**src/rtl/cv32e40p_ft_pkg.sv**
```systemverilog
// Shared types for the TMR fault manager: replica FSM states and repair index encoding.
package cv32e40p_ft_pkg;

  typedef enum logic [1:0] {
    FM_OK      = 2'd0,
    FM_SUSPECT = 2'd1,
    FM_BROKEN  = 2'd2,
    FM_REPAIR  = 2'd3
  } fm_state_e;

  localparam int unsigned NUM_REPLICAS = 3;

  localparam logic [1:0] REPAIR_IDX_0 = 2'd0;
  localparam logic [1:0] REPAIR_IDX_1 = 2'd1;
  localparam logic [1:0] REPAIR_IDX_2 = 2'd2;

  // At most one replica is ever in repair, so a priority pick is exact.
  function automatic logic [1:0] fm_onehot_idx(input logic [NUM_REPLICAS-1:0] v);
    if (v[2]) return REPAIR_IDX_2;
    if (v[1]) return REPAIR_IDX_1;
    return REPAIR_IDX_0;
  endfunction

endpackage

```
**src/rtl/cv32e40p_ft_err_counter.sv**
```systemverilog
// One replica's fault FSM with a saturating error counter.
//  state      | meaning
//  FM_OK      | no outstanding errors, cnt = 0
//  FM_SUSPECT | errors accumulating, 0 < cnt < THRESHOLD
//  FM_BROKEN  | threshold reached, replica excluded from voting
//  FM_REPAIR  | repair requested, waiting for ack
module cv32e40p_ft_err_counter
  import cv32e40p_ft_pkg::*;
#(
  parameter int unsigned CNT_W     = 4,
  parameter int unsigned THRESHOLD = 8
) (
  input  logic             clk,
  input  logic             rst_n,
  input  logic             inc,
  input  logic             dec,
  input  logic             grant,
  input  logic             ack,
  output logic [CNT_W-1:0] cnt,
  output logic             hit,
  output logic             broken,
  output logic             repair
);

  localparam logic [CNT_W-1:0] THR    = CNT_W'(THRESHOLD);
  localparam logic [CNT_W-1:0] THR_M1 = CNT_W'(THRESHOLD - 1);

  fm_state_e        state_q, state_d;
  logic [CNT_W-1:0] cnt_q, cnt_d;
  logic             leak, eff_inc;

  // A leak tick coincident with an increment cancels it out.
  assign leak    = dec && (state_q == FM_SUSPECT);
  assign eff_inc = inc && !leak && ((state_q == FM_OK) || (state_q == FM_SUSPECT));
  assign hit     = eff_inc && (cnt_q == THR_M1);

  always_ff @(posedge clk) begin
    if (!rst_n) begin
      state_q <= FM_OK;
      cnt_q   <= '0;
    end else begin
      state_q <= state_d;
      cnt_q   <= cnt_d;
    end
  end

  always_comb begin
    state_d = state_q;
    cnt_d   = cnt_q;
    case (state_q)
      FM_OK, FM_SUSPECT: begin
        if (hit) begin
          if (grant) begin
            state_d = FM_BROKEN;
            cnt_d   = THR;
          end else begin
            cnt_d   = THR_M1;
            state_d = (THR_M1 == '0) ? FM_OK : FM_SUSPECT;
          end
        end else if (eff_inc) begin
          cnt_d   = cnt_q + 1'b1;
          state_d = FM_SUSPECT;
        end else if (leak && !inc) begin
          cnt_d = cnt_q - 1'b1;
          if (cnt_q == CNT_W'(1)) state_d = FM_OK;
        end
      end
      FM_BROKEN: state_d = FM_REPAIR;
      FM_REPAIR: begin
        if (ack) begin
          state_d = FM_OK;
          cnt_d   = '0;
        end
      end
      default: begin
        state_d = FM_OK;
        cnt_d   = '0;
      end
    endcase
  end

  always_comb begin
    cnt    = cnt_q;
    broken = (state_q == FM_BROKEN) || (state_q == FM_REPAIR);
    repair = (state_q == FM_REPAIR);
  end

endmodule

```
**src/rtl/cv32e40p_tmr_fault_manager.sv**
```systemverilog
// TMR fault manager: per-replica error accounting, single-broken arbitration, repair handshake.
// Optional counter leak enabled by CV32E40P_FT_ERR_LEAK_EN.
module cv32e40p_tmr_fault_manager
  import cv32e40p_ft_pkg::*;
#(
  parameter int unsigned CNT_W       = 4,
  parameter int unsigned THRESHOLD   = 8,
  parameter int unsigned LEAK_PERIOD = 1024
) (
  input  logic                          clk,
  input  logic                          rst_n,
  input  logic                          valid_i,
  input  logic [NUM_REPLICAS-1:0]       block_err_i,
  input  logic                          err_detected_i,
  input  logic                          err_corrected_i,
  output logic [NUM_REPLICAS-1:0]       broken_block_o,
  output logic                          repair_req_o,
  output logic [1:0]                    repair_idx_o,
  input  logic                          repair_ack_i,
  output logic [NUM_REPLICAS*CNT_W-1:0] err_cnt_o,
  output logic                          fatal_o
);

  if (THRESHOLD < 1 || THRESHOLD > (2**CNT_W - 1)) begin : g_bad_threshold
    $error("THRESHOLD out of range for CNT_W");
  end
  if (LEAK_PERIOD < 2) begin : g_bad_leak
    $error("LEAK_PERIOD must be at least 2");
  end

  logic [NUM_REPLICAS-1:0] inc, hit, grant, broken, repair;
  logic                    uncorrectable, inc_en, busy, single_hit, fatal_q, leak_wrap;

  assign uncorrectable = valid_i && err_detected_i && !err_corrected_i;
  assign inc_en        = valid_i && !uncorrectable;
  assign inc           = inc_en ? block_err_i : '0;

  // Only one replica may be out of the vote; any refused promotion is fatal.
  assign busy       = |broken;
  assign single_hit = (hit != '0) && ((hit & (hit - 1'b1)) == '0);
  assign grant      = (!busy && single_hit) ? hit : '0;

`ifdef CV32E40P_FT_ERR_LEAK_EN
  localparam int unsigned LW = $clog2(LEAK_PERIOD);
  logic [LW-1:0] leak_q;

  always_ff @(posedge clk) begin
    if (!rst_n)            leak_q <= LW'(LEAK_PERIOD - 1);
    else if (leak_q == '0) leak_q <= LW'(LEAK_PERIOD - 1);
    else                   leak_q <= leak_q - 1'b1;
  end
  assign leak_wrap = (leak_q == '0);
`else
  assign leak_wrap = 1'b0;
`endif

  for (genvar k = 0; k < NUM_REPLICAS; k++) begin : g_rep
    cv32e40p_ft_err_counter #(
      .CNT_W    (CNT_W),
      .THRESHOLD(THRESHOLD)
    ) u_cnt (
      .clk   (clk),
      .rst_n (rst_n),
      .inc   (inc[k]),
      .dec   (leak_wrap),
      .grant (grant[k]),
      .ack   (repair_ack_i),
      .cnt   (err_cnt_o[k*CNT_W +: CNT_W]),
      .hit   (hit[k]),
      .broken(broken[k]),
      .repair(repair[k])
    );
  end

  always_ff @(posedge clk) begin
    if (!rst_n) fatal_q <= 1'b0;
    else        fatal_q <= fatal_q || uncorrectable || ((hit & ~grant) != '0);
  end

  assign broken_block_o = broken;
  assign repair_req_o   = |repair;
  assign repair_idx_o   = fm_onehot_idx(repair);
  assign fatal_o        = fatal_q;

endmodule

```
**config.mk**
```make
export PLATFORM = sky130hd
export DESIGN_NAME = cv32e40p_tmr_fault_manager
export DESIGN_NICKNAME = d
export VERILOG_FILES = /design/src/rtl/cv32e40p_ft_pkg.sv /design/src/rtl/cv32e40p_ft_err_counter.sv /design/src/rtl/cv32e40p_tmr_fault_manager.sv
export SDC_FILE = /design/constraint.sdc
export NUM_CORES = 1
export LEC_CHECK = 0
export CORE_UTILIZATION = 24
export CTS_CLUSTER_SIZE = 30
export DETAILED_ROUTE_END_ITERATION = 16
export GPL_ROUTABILITY_DRIVEN = 1
export PLACE_DENSITY = 0.4
export SETUP_SLACK_MARGIN = 0.3
export SYNTH_ARGS = -nofsm -noshare
export SYNTH_HDL_FRONTEND = slang
export SYNTH_HIERARCHICAL = 1
export SYNTH_SLANG_ARGS = --single-unit
```
**constraint.sdc**
```tcl
create_clock -name clk -period 7.5 [get_ports clk]
set_input_delay 1.5 -clock clk [delete_from_list [all_inputs] [get_ports clk]]
set_output_delay 1.5 -clock clk [all_outputs]
set_load 0.05 [all_outputs]
```
---- After elaboration in Yosys (flattened, before gate mapping) ----
Index checks and enable logic that the tools add are counted.
cells by class
  $add $sub $neg .......................... 4
  equal/unequal tests ..................... 18
  multiplexer cells ....................... 35
  bitwise gates (word level) .............. 3
  reduce and logical (&&, ||, !) cells .... 42
operator list
  operator               count
  $mux W4                10
  $mux W2                14
  $pmux W4 S2            3
  $pmux W2 S3            3
  $add A4 B1 Y4 const B  3
  $eq A2 B2 Y1 const B   6
  $eq A4 B3 Y1 const B   3
  $logic_and A1 B1 Y1    11
  $ne A3 B1 Y1 const B   3
  $reduce_and A3 Y1      3
  $logic_or A1 B1 Y1     8
  $and A3 B3 Y3          2
  $eq A2 B1 Y1 const B   3
  $logic_not A2 Y1       3
  $mux W3                2
  $ne A2 B2 Y1 const B   3
  $reduce_and A2 Y1      3
  $reduce_bool A2 Y1     3
  $reduce_bool A3 Y1     2
  $reduce_or A2 Y1       3
  $reduce_or A3 Y1       2
  $logic_not A1 Y1       3
  $logic_not A3 Y1       1
  $mux W1                3
  2 further kinds        2
storage, ports and cells
  bits in registers ....................... 19
  output and inout port bits .............. 19
  logic and storage cells ................. 109

---- Depth between registers and ports, before layout ----
  word-level depth ........................ 17
  mapped depth ............................ 13

---- Modules after synthesis ----
The synthesis kept the hierarchy.
by module, submodules not included
  module                      instances  cells each  area each (µm²)
  cv32e40p_ft_err_counter     3          69          541.8
  cv32e40p_tmr_fault_manager  1          22          148.9

---- Worst setup path before layout ----
Ideal clock, no wire load.
  path type ............................... input-to-reg
  start ................................... input port err_corrected_i
  end ..................................... register g_rep[1].u_cnt.cnt_q[3]
  setup time .............................. 0.127 ns
  data arrival time ....................... 3.422 ns
  path slack .............................. 3.951 ns
  cell stages on the path ................. 13
  cells stage by stage .................... nand2b_1 -> and3_1 -> nor2b_1 -> buf_2 -> nand3_1 -> inv_1 -> xor2_1 -> o211ai_1 -> nor2_1 -> and2_1 -> o2111a_1 -> o21ai_0 -> a22oi_1
between the ends
  cells in the longest elaborated chain, start to end .. 16
RTL lines
  what                     line                              source
  from (decl)              cv32e40p_tmr_fault_manager.sv:15  input logic err_corrected_i,
  $logic_not A1 Y1 (*)     cv32e40p_tmr_fault_manager.sv:34  assign uncorrectable = valid_i && err_detected_i && !err_corrected_i;
  $logic_and A1 B1 Y1 (*)  cv32e40p_tmr_fault_manager.sv:34
  $logic_not A1 Y1 (*)     cv32e40p_tmr_fault_manager.sv:35  assign inc_en = valid_i && !uncorrectable;
  $logic_and A1 B1 Y1 (*)  cv32e40p_tmr_fault_manager.sv:35
  $mux W3 (*)              cv32e40p_tmr_fault_manager.sv:36  assign inc = inc_en ? block_err_i : '0;
  via inc[2]               cv32e40p_tmr_fault_manager.sv:31  logic [NUM_REPLICAS-1:0] inc, hit, grant, broken, repair;
  $logic_and A1 B1 Y1 (*)  cv32e40p_ft_err_counter.sv:34     assign eff_inc = inc && !leak && ((state_q == FM_OK) || (state_q == FM_SUSPECT));
  $logic_and A1 B1 Y1 (*)  cv32e40p_ft_err_counter.sv:35     assign hit = eff_inc && (cnt_q == THR_M1);
  via hit[2]               cv32e40p_tmr_fault_manager.sv:31
  (+2 left out)            --
  $logic_not A3 Y1         cv32e40p_tmr_fault_manager.sv:40  assign single_hit = (hit != '0) && ((hit & (hit - 1'b1)) == '0);
  $logic_and A1 B1 Y1 (*)  cv32e40p_tmr_fault_manager.sv:40
  $logic_and A1 B1 Y1 (*)  cv32e40p_tmr_fault_manager.sv:41  assign grant = (!busy && single_hit) ? hit : '0;
  $mux W3 (*)              cv32e40p_tmr_fault_manager.sv:41
  via grant[1]             cv32e40p_tmr_fault_manager.sv:31
  $mux W4 (*)              cv32e40p_ft_err_counter.sv:53     if (grant) begin
  $mux W4 (*)              cv32e40p_ft_err_counter.sv:52     if (hit) begin
  $pmux W4 S2 (*)          cv32e40p_ft_err_counter.sv:50     case (state_q)
  to (signal assigned)     cv32e40p_ft_err_counter.sv:43     cnt_q <= cnt_d;
  to (decl)                cv32e40p_ft_err_counter.sv:29     logic [CNT_W-1:0] cnt_q, cnt_d;
Mark *: on every way through the listed nets, which the timed path passes. The rest lies on a longest branch.
A chain may end at the register's enable or synchronous reset.

---- Worst setup path after layout ----
  start ................................... input port err_corrected_i
  end ..................................... register g_rep[2].u_cnt.cnt_q[2]
between the ends
  cells in the longest elaborated chain, start to end .. 16
RTL lines
  what                     line
  $logic_not A1 Y1 (*)     cv32e40p_tmr_fault_manager.sv:34
  $logic_and A1 B1 Y1 (*)  cv32e40p_tmr_fault_manager.sv:34
  $logic_not A1 Y1 (*)     cv32e40p_tmr_fault_manager.sv:35
  $logic_and A1 B1 Y1 (*)  cv32e40p_tmr_fault_manager.sv:35
  $mux W3 (*)              cv32e40p_tmr_fault_manager.sv:36
  via inc[2]               cv32e40p_tmr_fault_manager.sv:31
  $logic_and A1 B1 Y1 (*)  cv32e40p_ft_err_counter.sv:34
  $logic_and A1 B1 Y1 (*)  cv32e40p_ft_err_counter.sv:35
  via hit[2]               cv32e40p_tmr_fault_manager.sv:31
  (+2 left out)            --
  $logic_not A3 Y1         cv32e40p_tmr_fault_manager.sv:40
  $logic_and A1 B1 Y1      cv32e40p_tmr_fault_manager.sv:40
  $logic_and A1 B1 Y1      cv32e40p_tmr_fault_manager.sv:41
  $mux W3 (*)              cv32e40p_tmr_fault_manager.sv:41
  via grant[2]             cv32e40p_tmr_fault_manager.sv:31
  $mux W4 (*)              cv32e40p_ft_err_counter.sv:53
  $mux W4 (*)              cv32e40p_ft_err_counter.sv:52
  $pmux W4 S2 (*)          cv32e40p_ft_err_counter.sv:50
  to (signal assigned)     cv32e40p_ft_err_counter.sv:43
  to (decl)                cv32e40p_ft_err_counter.sv:29
Marked as above.

==> flow_summary_export.csv <==
group,metric,value,unit
hold_path,holdPathStages,1,
sta,max_freq,226.8,MHz
pwr,pwr-share-seq,0.415,
cts,htreeDepth,1,
logic_synthesis,synth_flop_cell,"dfxtp_1",
sta,setup-tns-final,0,ns
pwr,intPower,183.8,uW
setup_path,cp.required,7.65,ns
sta,hold_viol_final,0,
grt,antenna_found_initial,0,
cells_and_area,num_antenna_cells,0,
sta,rsz0062_at_grt,"false",
logic_synthesis,seq_area_frac_synth,0.2144,
sta,slew_violations,0,
setup_path,cp_slowest_stage_delay,0.54,ns
route,vias,1779,
setup_path,crit_start,"err_corrected_i",
setup_path,critical_path_arrival,4.56,ns
grt,grt_use_total,0.1303,
cts,path_clk_slew,0.08,ns
place,gp_routability_congestion,0.7273,
setup_path,critical_path.max_fanout,10,
cts,insertion_delay,0.26,ns
grt,grt_overflow,0,
pwr,ir_worst_vdd,0.05962,mV
cts,cts_sinks,19,
hold_path,holdPathEnd,"fatal_o",
route,drt-total-wl,4796,um
hold_path,hold_start,"fatal_o",
hold_path,hp-class,"reg -> reg",
pwr,power.share.clock,0.260,
cells_and_area,final_nets,286,
logic_synthesis,ys_ff_latch,19,
route,first_pass_iters,4,
job,drv_cap,0,
setup_path,r2r_setup_slack,4.80,ns
setup_path,critPathCaptureType,"flip-flop",
cts,cts_inserted_buffers,3,
setup_path,regToRegStartpoint,"g_rep[1].u_cnt/state_q[1]",
grt,grt_pass1_vias,1622,
logic_synthesis,synth.distinct_cells,42,
pwr,swShare,0.3703,
cells_and_area,fin_area,2226,um2
place,io_buffers,27,
logic_synthesis,ys_warn_count,6,
die,dieArea,7740,um2
logic_synthesis,syn-cell-area,1774,um2
pwr,p_sw,108.1,uW
setup_path,worst-path-buf-inv,2,
setup_path,crit_path_top_delay_cell,"nor2b_1",
die,core_area,6982,um2
die,rows,30,
grt,grt_start_max_net_pins,17,
setup_path,path_cells,"clkdlybuf4s50_1, nand2b_1, and3_1, nor2b_1, nand3_1, inv_1, xor2_1, o211ai_1, nor2_1, o211a_1, nand3_1, a31oi_1, nor4_2",
die,floorplan.initialDensity,0.2541,
cells_and_area,area_growth_syn_to_layout,25.46,%
cts,cts.hold.buffers_added,0,
grt,grt_pass1_wl,7879,um
cts,cts-root-buf,"clkbuf_8",
cts,cts_buffer_depth,2,
sta,max_slew_margin,0.5783,
route,drc,0,
sta,finalCritPeriodShare,0.5880,
sta,fin_crit,4.410,ns
logic_synthesis,ys_async_sr_fraction,0,
cells_and_area,drive_gt1_frac,0.04869,
logic_synthesis,yosysTopAreaCellShare,0.2144,
sta,tightestPinTransition,0.6306,ns
setup_path,cp_top_family,"simple AND/OR/NAND/NOR gates",
logic_synthesis,postSynthCellCount,229,
route,routed_via_density,4.901,
pwr,power,291.9,uW
pwr,p_leak,0.8888,nW
place,dp_hpwl,3654,um
die,die_h,87.98,um
route,final_antenna_net_count,0,
setup_path,critPathLaunchType,"input pin",
setup_path,reg2reg_to,"g_rep[2].u_cnt/cnt[2]",
setup_path,rr_worst_depth,10,
pwr,power_density,131.1,nW/um2
sta,finalSetupViolations,0,
sta,clock_skew,0.003785,ns
die,die_w,87.98,um
status,status,"complete, no violations",
die,boundaryPins,28,
logic_synthesis,synth.avg_cell_area,7.748,um2
cts,post_cts_resized,0,
route,wl_per_cell,13.21,um
pwr,combPwrFrac,0.324,
logic_synthesis,synth.area.top_cells,"dfxtp_1 21%, ha_1 6.3%, nand2_1 5.1%",
setup_path,crit_path_frequent_cell,"nand3_1",
logic_synthesis,synth_top_cell_by_area,"dfxtp_1",
cells_and_area,fillers,775,
setup_path,critPathKind,"in -> reg",
cts,post_cts.repair.setup_buffers,0,
place,dpl_cell_area,2180,um2
logic_synthesis,synth-edff-count,0,
route,first_iter_violations,44,
cts,cts_tree,"built",
[sequential cells by signal, indices dropped and copies added (netlist names)]
signal and flops:
g_rep.u_cnt/state_q 6, fatal_o 1, g_rep.u_cnt/cnt 12
[Yosys cell counts, drive strengths merged, types with 2 or more instances]
master and instances:
nor4 3, o211a 3, ha 9, a211oi 6, nor3 7, clkbuf 3, nor2 2, nor2b 4
and3 7, or3 2, a22oi 3, a31o 3, a22o 3, nor3b 3, dfxtp 19, and3b 7
and2 12, o21ai 13, a21bo 3, a31oi 6, o221ai 3, nand4 3, nand3b 9, buf 7
a211o 3, nand2 24, o31a 2, nand3 15, a21oi 6, inv 20, nor4b 3, a32oi 3
a32o 3, o2111a 3, a21boi 3
[power by group through the flow]
stage / Clock, mW / Combinational (mW) / Sequential, mW
after floorplan: 0 / 0.0521 / 0.137
after global placement: 0 / 0.0953 / 0.124
after detailed placement: 0 / 0.0938 / 0.124
after CTS: 0.0789 / 0.0941 / 0.121
after global routing: 0.0819 / 0.104 / 0.123
final: 0.0760 / 0.0947 / 0.121
[cells in the final DEF, fill, tap and decap left out, types with 6 or more instances in the layout]
cell,instances
and2_1,12
nand3b_1,9
a31oi_1,6
clkdlybuf4s50_1,27
conb_1,18
ha_1,9
nor3_1,7
a21oi_1,6
and3b_1,7
dfxtp_1,19
o21ai_0,10
nand3_1,15
inv_1,20
nand2_1,24
and3_1,7
[how the worst max path moves through the flow]
stage                                 end  depth (start not counted)
floorplan           g_rep[1].u_cnt/cnt[3]                         13
global placement    g_rep[1].u_cnt/cnt[3]                         13
detailed placement  g_rep[1].u_cnt/cnt[2]                         13
CTS                 g_rep[1].u_cnt/cnt[2]                         13
global route        g_rep[2].u_cnt/cnt[2]                         13
finish              g_rep[2].u_cnt/cnt[2]                         13
[per-layer routing]
layer	global-route usage	vias to the layer above	routed length, um
met3	0.01508	0	141
met1	0.1832	833	2468
li1	-	913	-
met4	0.03577	0	0
met2	0.2093	33	2186
met5	0	-	0
[worst reg2reg max path, delay by kind of cell (launching register included)]
| family | cells | cell delay [ns] |
|---|---|---|
| flip-flops | 1 | 0.42 |
| AND/OR/NAND/NOR | 5 | 1.28 |
| XOR/XNOR | 1 | 0.15 |
| AO/OA/AOI/OAI | 3 | 0.57 |
| buffers and inverters | 1 | 0.17 |
[kinds of logic after synthesis]
family | share of synthesized area
AND/OR/NAND/NOR | 0.3406
AO/OA/AOI/OAI | 0.3047
buffers and inverters | 0.06982
flip-flops | 0.2144
adder cells (fa/ha/maj) | 0.06347
XOR/XNOR | 0.004937
other | 0.002114
[per-stage QoR]
step           utilization  setup WS (ns)  instances  hold slack (ns)
6_report            0.3188          3.090        363           0.5320
5_1_grt             0.3188          2.756        363           0.5582
4_1_cts             0.3188          3.120        363           0.5473
3_5_place_dp        0.3122          2.824        359           0.5279
3_3_place_gp        0.3122          2.760        359           0.5443
2_1_floorplan            -          3.951        246           0.5574
[final cells by class]
cell class,count,area [um2],area share
inverters,20,75.07,0.03373
multi-input cells,197,1334,0.5992
repair buffers,27,270.3,0.1214
clock inverters,1,5.005,0.002248
well taps,96,120.1,0.05396
flip-flops and latches,19,380.4,0.1709
clock buffers,3,41.29,0.01855
Note: power is estimated with default switching activity, not from simulation.
